## src/rtl/nn_act_pipe.sv

```systemverilog
// Per-lane activation (STEP/SIGN/RELU/HTANH/LEAKY, LEAKY only with NN_ACT_LEAKY_EN) on LANES custom floats.
// Latency: 2 register stages (input register, result register); 1 beat/cycle sustained.
// Backpressure: valid/ready both sides; in_ready = !s1_valid | !s2_valid | out_ready, outputs hold while stalled.
module nn_act_pipe #(
    parameter int LANES       = 4,
    parameter int E_BIT       = 5,
    parameter int F_BIT       = 10,
    parameter int LEAKY_SHIFT = 3,
    localparam int D_LEN      = E_BIT + F_BIT + 1
) (
    input  logic                   clk,
    input  logic                   rst_n,
    input  logic [2:0]             mode,
    input  logic [D_LEN-1:0]       thresh,
    input  logic                   in_valid,
    output logic                   in_ready,
    input  logic [LANES*D_LEN-1:0] in_data,
    output logic                   out_valid,
    input  logic                   out_ready,
    output logic [LANES*D_LEN-1:0] out_data,
    output logic [LANES-1:0]       sat_flag
);

    typedef enum logic [2:0] {
        M_STEP  = 3'd0,
        M_SIGN  = 3'd1,
        M_RELU  = 3'd2,
        M_HTANH = 3'd3,
        M_LEAKY = 3'd4
    } act_mode_e;

    typedef struct packed {
        logic mag_zero;
        logic gt_one;
    } lane_cmp_t;

    localparam logic [D_LEN-1:0] ZERO    = '0;
    localparam logic [D_LEN-1:0] ONE     = {2'b00, {(E_BIT-1){1'b1}}, {F_BIT{1'b0}}};
    localparam logic [D_LEN-2:0] ONE_MAG = ONE[D_LEN-2:0];
    localparam logic [D_LEN-1:0] NEG_ONE = {1'b1, ONE_MAG};

    if (LEAKY_SHIFT < 0 || LEAKY_SHIFT >= (1 << E_BIT)) begin : g_bad_shift
        $error("nn_act_pipe: LEAKY_SHIFT out of exponent range");
    end

    // Sign-magnitude a >= b, with +0 and -0 treated as equal.
    function automatic logic fp_ge(input logic [D_LEN-1:0] a, input logic [D_LEN-1:0] b);
        logic [D_LEN-2:0] ma;
        logic [D_LEN-2:0] mb;
        ma = a[D_LEN-2:0];
        mb = b[D_LEN-2:0];
        if (ma == '0 && mb == '0)
            return 1'b1;
        else if (a[D_LEN-1] != b[D_LEN-1])
            return !a[D_LEN-1];
        else if (!a[D_LEN-1])
            return ma >= mb;
        else
            return ma <= mb;
    endfunction

    logic                   s1_valid;
    logic                   s2_valid;
    logic                   s1_en;
    logic                   s2_en;
    logic [2:0]             s1_mode;
    logic [D_LEN-1:0]       s1_thresh;
    logic [LANES*D_LEN-1:0] s1_data;
    lane_cmp_t [LANES-1:0]  cmp_d;
    lane_cmp_t [LANES-1:0]  s1_cmp;
    logic [LANES*D_LEN-1:0] res_d;
    logic [LANES-1:0]       sat_d;

    assign s2_en     = !s2_valid || out_ready;
    assign s1_en     = !s1_valid || s2_en;
    assign in_ready  = s1_en;
    assign out_valid = s2_valid;

    always_comb begin
        cmp_d = '0;
        for (int k = 0; k < LANES; k++) begin
            cmp_d[k].mag_zero = (in_data[k*D_LEN +: D_LEN-1] == '0);
            cmp_d[k].gt_one   = (in_data[k*D_LEN +: D_LEN-1] > ONE_MAG);
        end
    end

`ifdef NN_ACT_LEAKY_EN
    logic [LANES-1:0] exp_low_d;
    logic [LANES-1:0] s1_exp_low;

    // Exponents at or below the shift would underflow; those lanes flush to zero.
    always_comb begin
        exp_low_d = '0;
        for (int k = 0; k < LANES; k++)
            exp_low_d[k] = (in_data[k*D_LEN+F_BIT +: E_BIT] <= E_BIT'(LEAKY_SHIFT));
    end

    always_ff @(posedge clk or negedge rst_n) begin
        if (!rst_n)
            s1_exp_low <= '0;
        else if (s1_en && in_valid)
            s1_exp_low <= exp_low_d;
    end
`endif

    always_ff @(posedge clk or negedge rst_n) begin
        if (!rst_n) begin
            s1_valid  <= 1'b0;
            s1_mode   <= '0;
            s1_thresh <= '0;
            s1_data   <= '0;
            s1_cmp    <= '0;
        end else if (s1_en) begin
            s1_valid <= in_valid;
            if (in_valid) begin
                s1_mode   <= mode;
                s1_thresh <= thresh;
                s1_data   <= in_data;
                s1_cmp    <= cmp_d;
            end
        end
    end

    always_comb begin
        logic [D_LEN-1:0] x;
        logic [D_LEN-1:0] r;
        res_d = '0;
        sat_d = '0;
        for (int k = 0; k < LANES; k++) begin
            x = s1_data[k*D_LEN +: D_LEN];
            r = x;
            case (s1_mode)
                M_STEP:  r = fp_ge(x, s1_thresh) ? ONE : ZERO;
                M_SIGN:  r = s1_cmp[k].mag_zero ? ZERO : (x[D_LEN-1] ? NEG_ONE : ONE);
                M_RELU:  r = x[D_LEN-1] ? ZERO : x;
                M_HTANH: begin
                    if (s1_cmp[k].gt_one) begin
                        r        = {x[D_LEN-1], ONE_MAG};
                        sat_d[k] = 1'b1;
                    end else if (s1_cmp[k].mag_zero) begin
                        r = ZERO;
                    end
                end
`ifdef NN_ACT_LEAKY_EN
                M_LEAKY: begin
                    if (!x[D_LEN-1])
                        r = x;
                    else if (s1_exp_low[k])
                        r = ZERO;
                    else
                        r = {1'b1, x[D_LEN-2:F_BIT] - E_BIT'(LEAKY_SHIFT), x[F_BIT-1:0]};
                end
`else
                M_LEAKY: r = x[D_LEN-1] ? ZERO : x;
`endif
                default: r = x;
            endcase
            res_d[k*D_LEN +: D_LEN] = r;
        end
    end

    always_ff @(posedge clk or negedge rst_n) begin
        if (!rst_n) begin
            s2_valid <= 1'b0;
            out_data <= '0;
            sat_flag <= '0;
        end else if (s2_en) begin
            s2_valid <= s1_valid;
            if (s1_valid) begin
                out_data <= res_d;
                sat_flag <= sat_d;
            end
        end
    end

endmodule

```

## config.mk

```make
export PLATFORM = sky130hd
export DESIGN_NAME = nn_act_pipe
export DESIGN_NICKNAME = d
export VERILOG_FILES = /design/src/rtl/nn_act_pipe.sv
export SDC_FILE = /design/constraint.sdc
export NUM_CORES = 1
export LEC_CHECK = 0
export CAP_MARGIN = 10
export CORE_ASPECT_RATIO = 1.4
export CORE_MARGIN = 3
export CORE_UTILIZATION = 48
export DETAILED_ROUTE_END_ITERATION = 10
export HOLD_SLACK_MARGIN = 0.02
export PLACE_DENSITY = 0.77
export SLEW_MARGIN = 20
export SYNTH_ARGS = -nofsm -noshare
export SYNTH_HDL_FRONTEND = slang
export SYNTH_SLANG_ARGS = --single-unit
```

## constraint.sdc

```tcl
create_clock -name clk -period 2.4 [get_ports clk]
set_input_delay 0.24 -clock clk [delete_from_list [all_inputs] [get_ports clk]]
set_output_delay 0.24 -clock clk [all_outputs]
set_load 0.01 [all_outputs]
```

==> summary.txt <==
STA
  • Worst slew margin: 62.89%
  • Min setup slack post-route: -52.03 ps
  • Worst-Margin Slew: 556.6 ps
  • Slew Limit Fails: 0
  • Fin crit period: 2452 ps
  • Fin. Hold Viols: 0
  • Final setup fails: 8
  • RSZ-0062 raised after global routing: yes
  • Final Skew: 10.75 ps
  • FMAX: 407.8 MHz
  • Crit share post-route: 102.2%

Floorplanning
  • Starting Density: 49.28%
  • Core area: 16890 um^2
  • Row Count: 56
  • Die Footprint: 18980 um^2
  • Io pins: 157
  • Die H: 161.8 um
  • Die W: 117.3 um

Power and ir drop
  • Seq pwr share: 38.1%
  • Clock group share of total power: 29.4%
  • Fraction of power spent switching nets: 32.55%
  • Peak VDD IR: 0.4581 mV
  • P_int: 6595 uW
  • Pwr/cell area: 851.5 nW/um^2
  • Sw Pwr: 3183 uW
  • Pleak: 0.004910 uW
  • Comb pwr share: 32.5%

Final layout
  • P&R area growth vs syn: 37.99%
  • Ant diodes: 0
  • Design area: 11480 um^2
  • Post-Route Utilization: 68.01%
  • Share of layout cells above drive strength 1: 24.22%
  • # nets final: 1154

Setup path
  • Crit Path Class: reg -> reg
  • Setup crit start: s1_thresh[10]$_DFFE_PN0P_
  • FF-to-FF End: out_data[61]$_DFFE_PN0P_
  • Critical Path Fanout Max: 4
  • R2R depth: 12
  • CP Data Arrival Time: 2750 ps
  • RR Startpoint: s1_thresh[10]$_DFFE_PN0P_
  • Endpoint class of the critical path: flop
  • Reg-to-reg setup timing slack: -50 ps
  • Worst setup path endpoint: out_data[61]$_DFFE_PN0P_
  • Startpoint types: flop
  • CP required: 2700 ps

CTS
  • Worst-path clk slew: 60 ps
  • CTS tree: built
  • Sink Count: 161
  • Longest Clk Path Bufs: 2
  • H-tree depth: 4
  • Root buffer cell: clkbuf_16
  • Worst-Skew Late Latency: 430 ps
  • CTS Buf Count: 17

Synth
  • Synthesized Nets: 949
  • Post-synthesis cell count: 802
  • Yosys cell types: 48
  • Post-synth EDFFs: 0
  • Synthesized area per cell: 10.38 um^2
  • Sequential share of the synthesized area: 48.41%
  • Number of synthesized register bits: 161
  • Ys flop type: dfrtp_1
  • Synth warnings: 0
  • Post-Syn Area: 8322 um^2
  • Ys async rst share: 100.0%

Detailed routing
  • Via count: 7400
  • Drt initial violations: 625
  • Routed wire length: 25100 um
  • Detail Route Antenna Nets: 0
  • Routed length per instance: 20.05 um
  • TritonRoute pass-1 iters: 5
  • DR DRC count: 0
  • Vias per cell: 5.911

Global routing
  • Vias in the first global route: 7183
  • Initial antenna violation count: 0
  • Largest net degree at the start of global routing: 65
  • First-pass GRT wire length: 38270 um
  • Grt ovf: 0
  • Global Route Usage Sum: 26.05%

Place
  • Area post-placement: 10510 um^2
  • IO buf count: 156
  • Gp weighted congestion: 0.9220
  • Post-DP HPWL: 17880 um

Min path
  • Hold/Removal Path Class: in -> async

Run status
  • Failing checks: setup timing
  • Status: finished with violations

Job
  • Max_cap viols: 0
power by group through the flow:
| stage | registers [uW] | logic (uW) | clock network [uW] |
|---|---|---|---|
| finish | 3720 | 3180 | 2880 |
| global route | 3780 | 3450 | 3010 |
| CTS | 3700 | 2960 | 2900 |
| detailed placement | 3740 | 2890 | 0 |
| global placement | 3730 | 2810 | 0 |
| floorplan | 3740 | 1350 | 0 |
metal layers:
metal  vias up  part of all wire [%]  wire length [um]  GRT usage, %
met2       360                    52             12930         44.03
li1       3347                     -                 -             -
met4         0                   3.7               932         9.546
met5         -                     0                 0             0
met1      3613                    39              9691         33.36
met3        80                   6.2              1546         4.249
area by class of cell:
| cell class | instances | area (um^2) |
|---|---|---|
| sequential | 161 | 4029 |
| fill | 1251 | 5403 |
| tap | 232 | 290.3 |
| inverter | 25 | 93.84 |
| clock inverter | 13 | 171.4 |
| timing repair buffer | 222 | 2136 |
| clock buffer | 19 | 452.9 |
| multi-input combinational | 580 | 4310 |
logic make-up after synthesis:
logic type,synth area share (%)
fa+ha+maj,9.021
mux,11.37
flops,48.41
compound gates,13.73
xor+xnor,0.1053
simple gates,14.31
buf+inv,3.052
critical path, stage by stage, from the launching register on:
cell	delay, ps
dfrtp_1	370
inv_2	80
ha_1	340
nand2_1	100
nor2_1	60
a211oi_1	170
o21ai_0	120
a211o_2	340
buf_4	160
o41ai_2	210
o21ai_1	130
buf_4	160
o311a_1	110
sequential cells by signal, summed over array words and instances, names as in the netlist:
register   cells
out_data      64
out_valid      1
s1_cmp         8
s1_data       64
s1_mode        3
s1_thresh     16
s1_valid       1
sat_flag       4
metrics by stage:
step / total power, uW / hold slack (ps) / std cells / setup WS [ps] / TNS [ps]
after detailed placement: 6620 / 180.7 / 1209 / -78.87 / -970.8
after global routing: 10230 / 344.7 / 1252 / -168.3 / -1023
final: 9778 / 301.3 / 1252 / -52.03 / -281.5
after floorplan: 5093 / -55.59 / 802 / 125.2 / 0
after global placement: 6534 / 177.4 / 1209 / -5.408 / -18.43
after CTS: 9562 / 309.6 / 1243 / 0.9468 / 0
synth_stat cells (all sizes together) (2+ instances only):
| master | count | share of area, % |
|---|---|---|
| dfrtp | 161 | 48 |
| nand2 | 130 | 5.9 |
| mux2 | 84 | 11 |
| o21ai | 79 | 4.9 |
| ha | 60 | 9.0 |
| a21oi | 45 | 2.7 |
| clkbuf | 31 | 1.5 |
| nor4 | 26 | 2.0 |
| inv | 25 | 1.1 |
| nor2 | 22 | 0.99 |
| nand3 | 16 | 0.96 |
| nand4 | 14 | 1.1 |
| a22oi | 10 | 0.90 |
| a21o | 9 | 0.81 |
| nor3 | 9 | 0.60 |
| o31ai | 7 | 0.63 |
| and4 | 6 | 0.63 |
| or4 | 6 | 0.54 |
| a211oi | 5 | 0.45 |
| a31oi | 5 | 0.38 |
| buf | 5 | 0.41 |
| o41ai | 5 | 0.53 |
| or2b | 5 | 0.51 |
| a22o | 4 | 0.42 |
| nand2b | 4 | 0.30 |
| o221a | 4 | 0.54 |
| o311a | 4 | 0.48 |
| nand3b | 3 | 0.27 |
| a221oi | 2 | 0.21 |
| a32oi | 2 | 0.21 |
| nor2b | 2 | 0.15 |
| o21a | 2 | 0.18 |
layout by cell type, fill, tap and decap left out, types with 6 or more instances in the layout:
cell / netlist / layout
a21o_1: 9 / 9
a21oi_1: 45 / 38
a21oi_2: 0 / 7
a22oi_1: 10 / 8
and4_1: 6 / 6
buf_12: 0 / 6
buf_4: 0 / 59
clkbuf_16: 0 / 17
clkdlybuf4s50_1: 0 / 155
dfrtp_1: 161 / 161
ha_1: 60 / 53
ha_4: 0 / 7
inv_1: 25 / 11
inv_2: 0 / 14
inv_6: 0 / 6
mux2_2: 84 / 84
nand2_1: 130 / 128
nand3_1: 16 / 16
nand4_1: 14 / 14
nor2_1: 22 / 22
nor3_1: 8 / 6
nor4_1: 26 / 22
o21ai_0: 75 / 67
o21ai_1: 1 / 7
or4_1: 6 / 6
timing repair:
item,4_1_cts,5_1_grt
buffers inserted,1,9
resized for setup,19,43
endpoints found under the setup margin,16,16
hold buffers,1,0
hold endpoints to repair,38,0
pin swaps,5,20
worst min-delay path by stage:
stage	slack [ps]	to	startpoint	depth (start not counted)
2_1_floorplan	-60	out_data[0]$_DFFE_PN0P_	rst_n	0
3_3_place_gp	180	out_data[41]$_DFFE_PN0P_	rst_n	1
3_5_place_dp	180	out_data[41]$_DFFE_PN0P_	rst_n	1
4_1_cts	310	s1_data[30]$_DFFE_PN0P_	rst_n	2
5_1_grt	340	out_data[41]$_DFFE_PN0P_	rst_n	2
6_report	300	out_data[41]$_DFFE_PN0P_	rst_n	2
No activity file was read; power rests on OpenSTA's default activity.
